<file path="src/rtl/poly_eval_pkg.sv">
// Shared types and arithmetic helpers for the pipelined Horner polynomial evaluator.
package poly_eval_pkg;

    localparam int unsigned MAX_DEGREE = 4;

    typedef enum logic [1:0] {StRun, StDrain, StCommit} state_e;

    typedef struct packed {
        logic signed [63:0] val;
        logic               clamped;
    } sat_t;

    // Two guard bits plus sign headroom cover |p(x)| for |x| < 1 and degree <= 4.
    function automatic int unsigned acc_w(input int unsigned coef_w);
        return coef_w + 3;
    endfunction

    function automatic logic signed [63:0] rnd_shr(input logic signed [63:0] value,
                                                   input int unsigned       shift);
        logic signed [63:0] res;
        if (shift == 0) begin
            res = value;
        end else begin
            res = (value + (64'sd1 <<< (shift - 1))) >>> shift;
        end
        return res;
    endfunction

    function automatic sat_t sat(input logic signed [63:0] value, input int unsigned width);
        logic signed [63:0] hi;
        logic signed [63:0] lo;
        sat_t               res;
        hi          = (64'sd1 <<< (width - 1)) - 64'sd1;
        lo          = -(64'sd1 <<< (width - 1));
        res.val     = value;
        res.clamped = 1'b0;
        if (value > hi) begin
            res.val     = hi;
            res.clamped = 1'b1;
        end else if (value < lo) begin
            res.val     = lo;
            res.clamped = 1'b1;
        end
        return res;
    endfunction

endpackage

</file>
<file path="src/rtl/poly_horner_stage.sv">
// One Horner step: acc_o = round(acc_i * x) + c[IDX], registered with the sample's x and bank.
module poly_horner_stage
    import poly_eval_pkg::*;
#(
    parameter int unsigned DIN_W  = 8,
    parameter int unsigned COEF_W = 16,
    parameter int unsigned ACC_W  = acc_w(COEF_W),
    parameter int unsigned NCOEF  = 3,
    parameter int unsigned IDX    = 0
) (
    input  logic                          clk,
    input  logic                          rst,
    input  logic                          en,
    input  logic                          valid_i,
    input  logic [DIN_W-1:0]              x_i,
    input  logic [NCOEF-1:0][COEF_W-1:0]  coefs_i,
    input  logic signed [ACC_W-1:0]       acc_i,
    output logic                          valid_o,
    output logic [DIN_W-1:0]              x_o,
    output logic [NCOEF-1:0][COEF_W-1:0]  coefs_o,
    output logic signed [ACC_W-1:0]       acc_o
);

    localparam int unsigned PROD_W = ACC_W + DIN_W + 1;

    logic signed [PROD_W-1:0]      prod;
    logic                          valid_d, valid_q;
    logic [DIN_W-1:0]              x_d, x_q;
    logic [NCOEF-1:0][COEF_W-1:0]  coefs_d, coefs_q;
    logic signed [ACC_W-1:0]       acc_d, acc_q;

    always_comb begin
        // x is an unsigned fraction, so zero-extend before the signed multiply.
        prod    = PROD_W'(acc_i) * PROD_W'($signed({1'b0, x_i}));
        acc_d   = ACC_W'(rnd_shr(64'(prod), DIN_W)) + ACC_W'($signed(coefs_i[IDX]));
        valid_d = valid_i;
        x_d     = x_i;
        coefs_d = coefs_i;
    end

    always_ff @(posedge clk or posedge rst) begin
        if (rst) begin
            valid_q <= 1'b0;
            x_q     <= '0;
            coefs_q <= '0;
            acc_q   <= '0;
        end else if (en) begin
            valid_q <= valid_d;
            x_q     <= x_d;
            coefs_q <= coefs_d;
            acc_q   <= acc_d;
        end
    end

    assign valid_o = valid_q;
    assign x_o     = x_q;
    assign coefs_o = coefs_q;
    assign acc_o   = acc_q;

endmodule

</file>
<file path="src/rtl/poly_eval_pipe.sv">
// Pipelined Horner polynomial evaluator: coefficient banks with atomic commit, input register,
// DEGREE Horner stages and a rounding/saturating output register, all under one stall enable.
module poly_eval_pipe
    import poly_eval_pkg::*;
#(
    parameter int unsigned DIN_W     = 8,
    parameter int unsigned COEF_W    = 16,
    parameter int unsigned COEF_FRAC = 14,
    parameter int unsigned DEGREE    = 2,
    parameter int unsigned DOUT_W    = 16,
    parameter int unsigned DOUT_FRAC = 13
) (
    input  logic              clk,
    input  logic              rst,
    input  logic              coef_we,
    input  logic [2:0]        coef_addr,
    input  logic [COEF_W-1:0] coef_wdata,
    input  logic              coef_commit,
    input  logic              in_valid,
    output logic              in_ready,
    input  logic [DIN_W-1:0]  in_data,
    output logic              out_valid,
    input  logic              out_ready,
    output logic [DOUT_W-1:0] out_data,
    output logic              out_sat,
    output logic              busy
);

    localparam int unsigned ACC_W     = acc_w(COEF_W);
    localparam int unsigned NCOEF     = DEGREE + 1;
    localparam int unsigned OUT_SHIFT = COEF_FRAC - DOUT_FRAC;

    typedef logic [NCOEF-1:0][COEF_W-1:0] bank_t;

    state_e            state_d, state_q;
    bank_t             shadow_d, shadow_q, active_d, active_q;
    logic              en;

    // Index 0 is the input register, index j the output of Horner stage j.
    logic [DEGREE:0]         stg_valid;
    logic [DIN_W-1:0]        stg_x     [DEGREE+1];
    bank_t                   stg_coefs [DEGREE+1];
    logic signed [ACC_W-1:0] stg_acc   [DEGREE+1];

    logic                    in_vld_d, in_vld_q;
    logic [DIN_W-1:0]        in_x_d, in_x_q;
    bank_t                   in_coefs_d, in_coefs_q;

    logic signed [63:0]      conv;
    sat_t                    sres;
    logic                    out_valid_d, out_valid_q;
    logic [DOUT_W-1:0]       out_data_d, out_data_q;
    logic                    out_sat_d, out_sat_q;
    logic                    unused_tail;

    assign en       = !out_valid_q || out_ready;
    assign in_ready = en && (state_q == StRun) && !rst;

    always_comb begin
        state_d  = state_q;
        active_d = active_q;
        shadow_d = shadow_q;
        for (int k = 0; k < NCOEF; k++) begin
            if (coef_we && coef_addr == 3'(k)) begin
                shadow_d[k] = coef_wdata;
            end
        end
        unique case (state_q)
            StRun:    if (coef_commit) state_d = StDrain;
            StDrain:  if (!(|stg_valid) && !out_valid_q) state_d = StCommit;
            StCommit: begin
                // Registered shadow: a write landing this cycle stays in shadow only.
                active_d = shadow_q;
                state_d  = StRun;
            end
            default:  state_d = StRun;
        endcase
    end

    always_comb begin
        in_vld_d   = in_valid && in_ready;
        in_x_d     = in_data;
        in_coefs_d = active_q;
    end

    always_ff @(posedge clk or posedge rst) begin
        if (rst) begin
            state_q    <= StRun;
            shadow_q   <= '0;
            active_q   <= '0;
            in_vld_q   <= 1'b0;
            in_x_q     <= '0;
            in_coefs_q <= '0;
        end else begin
            state_q  <= state_d;
            shadow_q <= shadow_d;
            active_q <= active_d;
            if (en) begin
                in_vld_q   <= in_vld_d;
                in_x_q     <= in_x_d;
                in_coefs_q <= in_coefs_d;
            end
        end
    end

    assign stg_valid[0] = in_vld_q;
    assign stg_x[0]     = in_x_q;
    assign stg_coefs[0] = in_coefs_q;
    assign stg_acc[0]   = ACC_W'($signed(in_coefs_q[DEGREE]));

    for (genvar j = 1; j <= DEGREE; j++) begin : g_stage
        poly_horner_stage #(
            .DIN_W  (DIN_W),
            .COEF_W (COEF_W),
            .ACC_W  (ACC_W),
            .NCOEF  (NCOEF),
            .IDX    (DEGREE - j)
        ) u_stage (
            .clk     (clk),
            .rst     (rst),
            .en      (en),
            .valid_i (stg_valid[j-1]),
            .x_i     (stg_x[j-1]),
            .coefs_i (stg_coefs[j-1]),
            .acc_i   (stg_acc[j-1]),
            .valid_o (stg_valid[j]),
            .x_o     (stg_x[j]),
            .coefs_o (stg_coefs[j]),
            .acc_o   (stg_acc[j])
        );
    end

    always_comb begin
        conv        = rnd_shr(64'(stg_acc[DEGREE]), OUT_SHIFT);
        sres        = sat(conv, DOUT_W);
        out_valid_d = stg_valid[DEGREE];
        out_data_d  = out_data_q;
        out_sat_d   = out_sat_q;
        if (stg_valid[DEGREE]) begin
            out_data_d = DOUT_W'(sres.val);
            out_sat_d  = sres.clamped;
        end
    end

    always_ff @(posedge clk or posedge rst) begin
        if (rst) begin
            out_valid_q <= 1'b0;
            out_data_q  <= '0;
            out_sat_q   <= 1'b0;
        end else if (en) begin
            out_valid_q <= out_valid_d;
            out_data_q  <= out_data_d;
            out_sat_q   <= out_sat_d;
        end
    end

    assign out_valid   = out_valid_q;
    assign out_data    = out_data_q;
    assign out_sat     = out_sat_q;
    assign busy        = (state_q != StRun) || (|stg_valid) || out_valid_q;
    assign unused_tail = ^{stg_x[DEGREE], stg_coefs[DEGREE]};

endmodule

</file>
<file path="config.mk">
export PLATFORM = sky130hd
export DESIGN_NAME = poly_eval_pipe
export DESIGN_NICKNAME = d
export VERILOG_FILES = /design/src/rtl/poly_eval_pkg.sv /design/src/rtl/poly_horner_stage.sv /design/src/rtl/poly_eval_pipe.sv
export SDC_FILE = /design/constraint.sdc
export NUM_CORES = 1
export LEC_CHECK = 0
export ABC_AREA = 1
export BUFFER_PORTS_ARGS = -buffer_cell sky130_fd_sc_hd__buf_4
export CORE_UTILIZATION = 39
export DETAILED_ROUTE_END_ITERATION = 6
export SYNTH_ARGS = -nofsm -noshare
export SYNTH_HDL_FRONTEND = slang
export SYNTH_SLANG_ARGS = --single-unit
</file>
<file path="constraint.sdc">
create_clock -name clk -period 8.8 [get_ports clk]
set_input_delay 1.76 -clock clk [delete_from_list [all_inputs] [get_ports clk]]
set_output_delay 1.76 -clock clk [all_outputs]
set_load 0.05 [all_outputs]
</file>
==> flow_summary.ini <==
[run_status]
status = finished, final reports clean

[die]
io_pins = 53
core_sq_um = 55090
initial_core_util = 0.3950
fp-row-count = 86
dieArea_sq_um = 56750
die-height_um = 238.2
die_w_um = 238.2

[min_path]
min_from = active_q[29]$_DFFE_PP0N_
hold_depth = 2
min_path_type = flip-flop to flip-flop
whs_endpoint = in_coefs_q[29]$_DFFE_PP0N_

[global_routing]
grt_pass1_vias = 17348
grt_pass1_wl_um = 89080
grt_usage = 0.1940
grt.met2_usage = 0.3186
grt.busiest_layer = met2
grt_max_degree = 97
use_met1 = 0.2720
antenna_found_initial = 1
grtUsageMet3 = 0.02198
overflow = 0

[synthesis]
synth_cell_types = 54
synth_ff_type = dfrtp_1
yosys_warnings = 0
synth_area_sq_um = 21760
synthesis.nets = 3144
synth-edff-count = 0
ys_ff_latch = 237
synthArstFlopShare = 1.000
synth_cells = 2739
yosysSeqAreaShare = 0.2725
avgSynthCellArea_sq_um = 7.945

[setup_path]
crit_fanout = 17
path_common_cell = nand2_1
critPathLaunchType = flip-flop
endpoint_kind = flip-flop
arrival_ns = 7.85
rr_startpoint = in_x_q[1]$_DFFE_PP0N_
slowest_stage = dfrtp_1
rrSetupSlack_ns = 1.38
reg2reg_to = g_stage[1].u_stage.acc_o[18]$_DFFE_PP0N_
required_ns = 9.23
criticalPathCategory = flip-flop to flip-flop
slowest_delay_ns = 0.91
r2r_cells = 30

[clock_network]
cts-resized-gates = 0
cts_tree = done
cts_hold_buf = 0
worstSkewPairLatency_ns = 0.55
post_cts_buffers = 0
cts.path.max_buffers = 3
root_buffer = clkbuf_16
cts.sinks = 237
h-tree-depth = 1
clk_pin_slew_worst_paths_ns = 0.06
numCtsBuffers = 26

[timing]
tightest_slew_ns = 1.219
fmax_mhz = 134.7
fin_crit_ns = 7.422
tns_ns = 0
skew_ns = 0.03011
slew_headroom = 0.1848
setup_slack_ns = 1.378
setup_viol = 0
final.period_utilization = 0.8434
hold_violations = 0
rsz0062_at_grt = false
slew_violations = 0

[final_layout]
mostFrequentLayoutCell = nand2_1
final_area_sq_um = 23590
final_cell_mix = 734 x nand2_1, 611 x inv_1, 237 x dfrtp_1, 221 x fa_1, 162 x o21ai_0
synthToLayoutAreaGrowth_pct = 8.406
fin_nets = 3119
diodes = 0
drive_above_1_share = 0.07098
fin_util = 0.4282

[place]
port_buffers = 52
place_ws_ns = 1.489
gpl.final_weighted_congestion = 0.9343
dpl_cell_area_sq_um = 22710
dpl.hpwl_um = 41600

[route]
drt_iter0_drc = 998
routedWlPerCell_um = 15.15
wl_um = 52750
vias_per_cell = 4.841
vias = 16852
drc_errors = 0
drtPass1Iterations = 5
ant_nets = 0

[run]
maxCapViolations = 0
[cell type report]
type | count | area, sq um
clock inverter | 14 | 156.4
fill | 5634 | 31500
timing repair buffer | 57 | 427.9
sequential | 237 | 5931
inverter | 615 | 2318
clock buffer | 33 | 726.9
multi-input combinational | 1777 | 13100
tap | 748 | 935.9
[cells by family after synthesis]
family | after synthesis | synth area share
buffers and inverters | 725 | 0.1262
xor gates and xnor gates | 56 | 0.02254
AOI/OAI and AO/OA | 312 | 0.07871
muxes | 48 | 0.02484
adders and majority gates | 372 | 0.2901
and+or+nand+nor | 989 | 0.1851
DFF | 237 | 0.2725
[layer usage]
metal | vias up | wire length, um
met3 | 84 | 2401
met2 | 347 | 24100
met5 | - | 0
met1 | 8191 | 24810
li1 | 8230 | -
met4 | 0 | 1446
[cell usage after synthesis (4+ instances only)]
| cell | n | share of area |
|---|---|---|
| nor2_2 | 4 | 0.0011 |
| a21oi_1 | 96 | 0.022 |
| nand4_1 | 15 | 0.0043 |
| nand2_2 | 5 | 0.0014 |
| clkbuf_1 | 99 | 0.017 |
| ha_1 | 151 | 0.087 |
| or2_2 | 13 | 0.0037 |
| o31ai_1 | 8 | 0.0028 |
| nand3_1 | 71 | 0.016 |
| xor2_1 | 36 | 0.014 |
| nor4_1 | 6 | 0.0017 |
| a21o_1 | 5 | 0.0017 |
| inv_1 | 612 | 0.11 |
| fa_1 | 221 | 0.20 |
| buf_1 | 5 | 0.00086 |
| a31oi_1 | 10 | 0.0029 |
| o21ai_0 | 162 | 0.037 |
| nand3b_1 | 6 | 0.0021 |
| mux2_2 | 48 | 0.025 |
| nor3_1 | 11 | 0.0025 |
| dfrtp_1 | 237 | 0.27 |
| o211ai_1 | 5 | 0.0017 |
| xnor2_1 | 20 | 0.0080 |
| nand2_1 | 735 | 0.13 |
| nor2_1 | 109 | 0.019 |
[how the worst max path moves through the flow]
| stage | from | endpoint | slack, ns |
|---|---|---|---|
| 4_1_cts | in_x_q[1]$_DFFE_PP0N_ | g_stage[1].u_stage.acc_o[18]$_DFFE_PP0N_ | 1.40 |
| 3_3_place_gp | in_x_q[1]$_DFFE_PP0N_ | g_stage[1].u_stage.acc_o[14]$_DFFE_PP0N_ | 1.51 |
| 5_1_grt | g_stage[1].u_stage.x_o[3]$_DFFE_PP0N_ | g_stage[2].u_stage.acc_o[13]$_DFFE_PP0N_ | 0.80 |
| 2_1_floorplan | rst | active_q[0]$_DFFE_PP0N_ | 0.54 |
| 6_report | in_x_q[1]$_DFFE_PP0N_ | g_stage[1].u_stage.acc_o[18]$_DFFE_PP0N_ | 1.38 |
| 3_5_place_dp | in_x_q[1]$_DFFE_PP0N_ | g_stage[1].u_stage.acc_o[18]$_DFFE_PP0N_ | 1.49 |
[registers in the layout, indices dropped and copies added (netlist names)]
| signal | flops |
|---|---|
| state_q | 2 |
| out_valid | 1 |
| in_x_q | 8 |
| g_stage.u_stage.coefs_o | 16 |
| g_stage.u_stage.acc_o | 38 |
| out_data | 16 |
| active_q | 48 |
| shadow_q | 48 |
| g_stage.u_stage.valid_o | 2 |
| in_vld_q | 1 |
| in_coefs_q | 48 |
| out_sat | 1 |
| g_stage.u_stage.x_o | 8 |
[stage by stage]
step | instances | hold slack, ns
final | 3481 | 0.4671
after global routing | 3481 | 0.4998
after CTS | 3481 | 0.4688
after detailed placement | 3434 | 0.4539
after global placement | 3434 | 0.4479
after floorplan | 2739 | 0.4364
[worst max-delay path: cells and delay by family (launching register included)]
family,cells,cell delay (ns)
xor gates and xnor gates,1,0.15
adders and majority gates,6,2.77
and+or+nand+nor,18,2.84
DFF,1,0.91
buffers and inverters,4,0.24
AOI/OAI and AO/OA,1,0.39
Power is not shown: default switching activity piles up to over one toggle a cycle in this logic, so the estimate is an artifact.
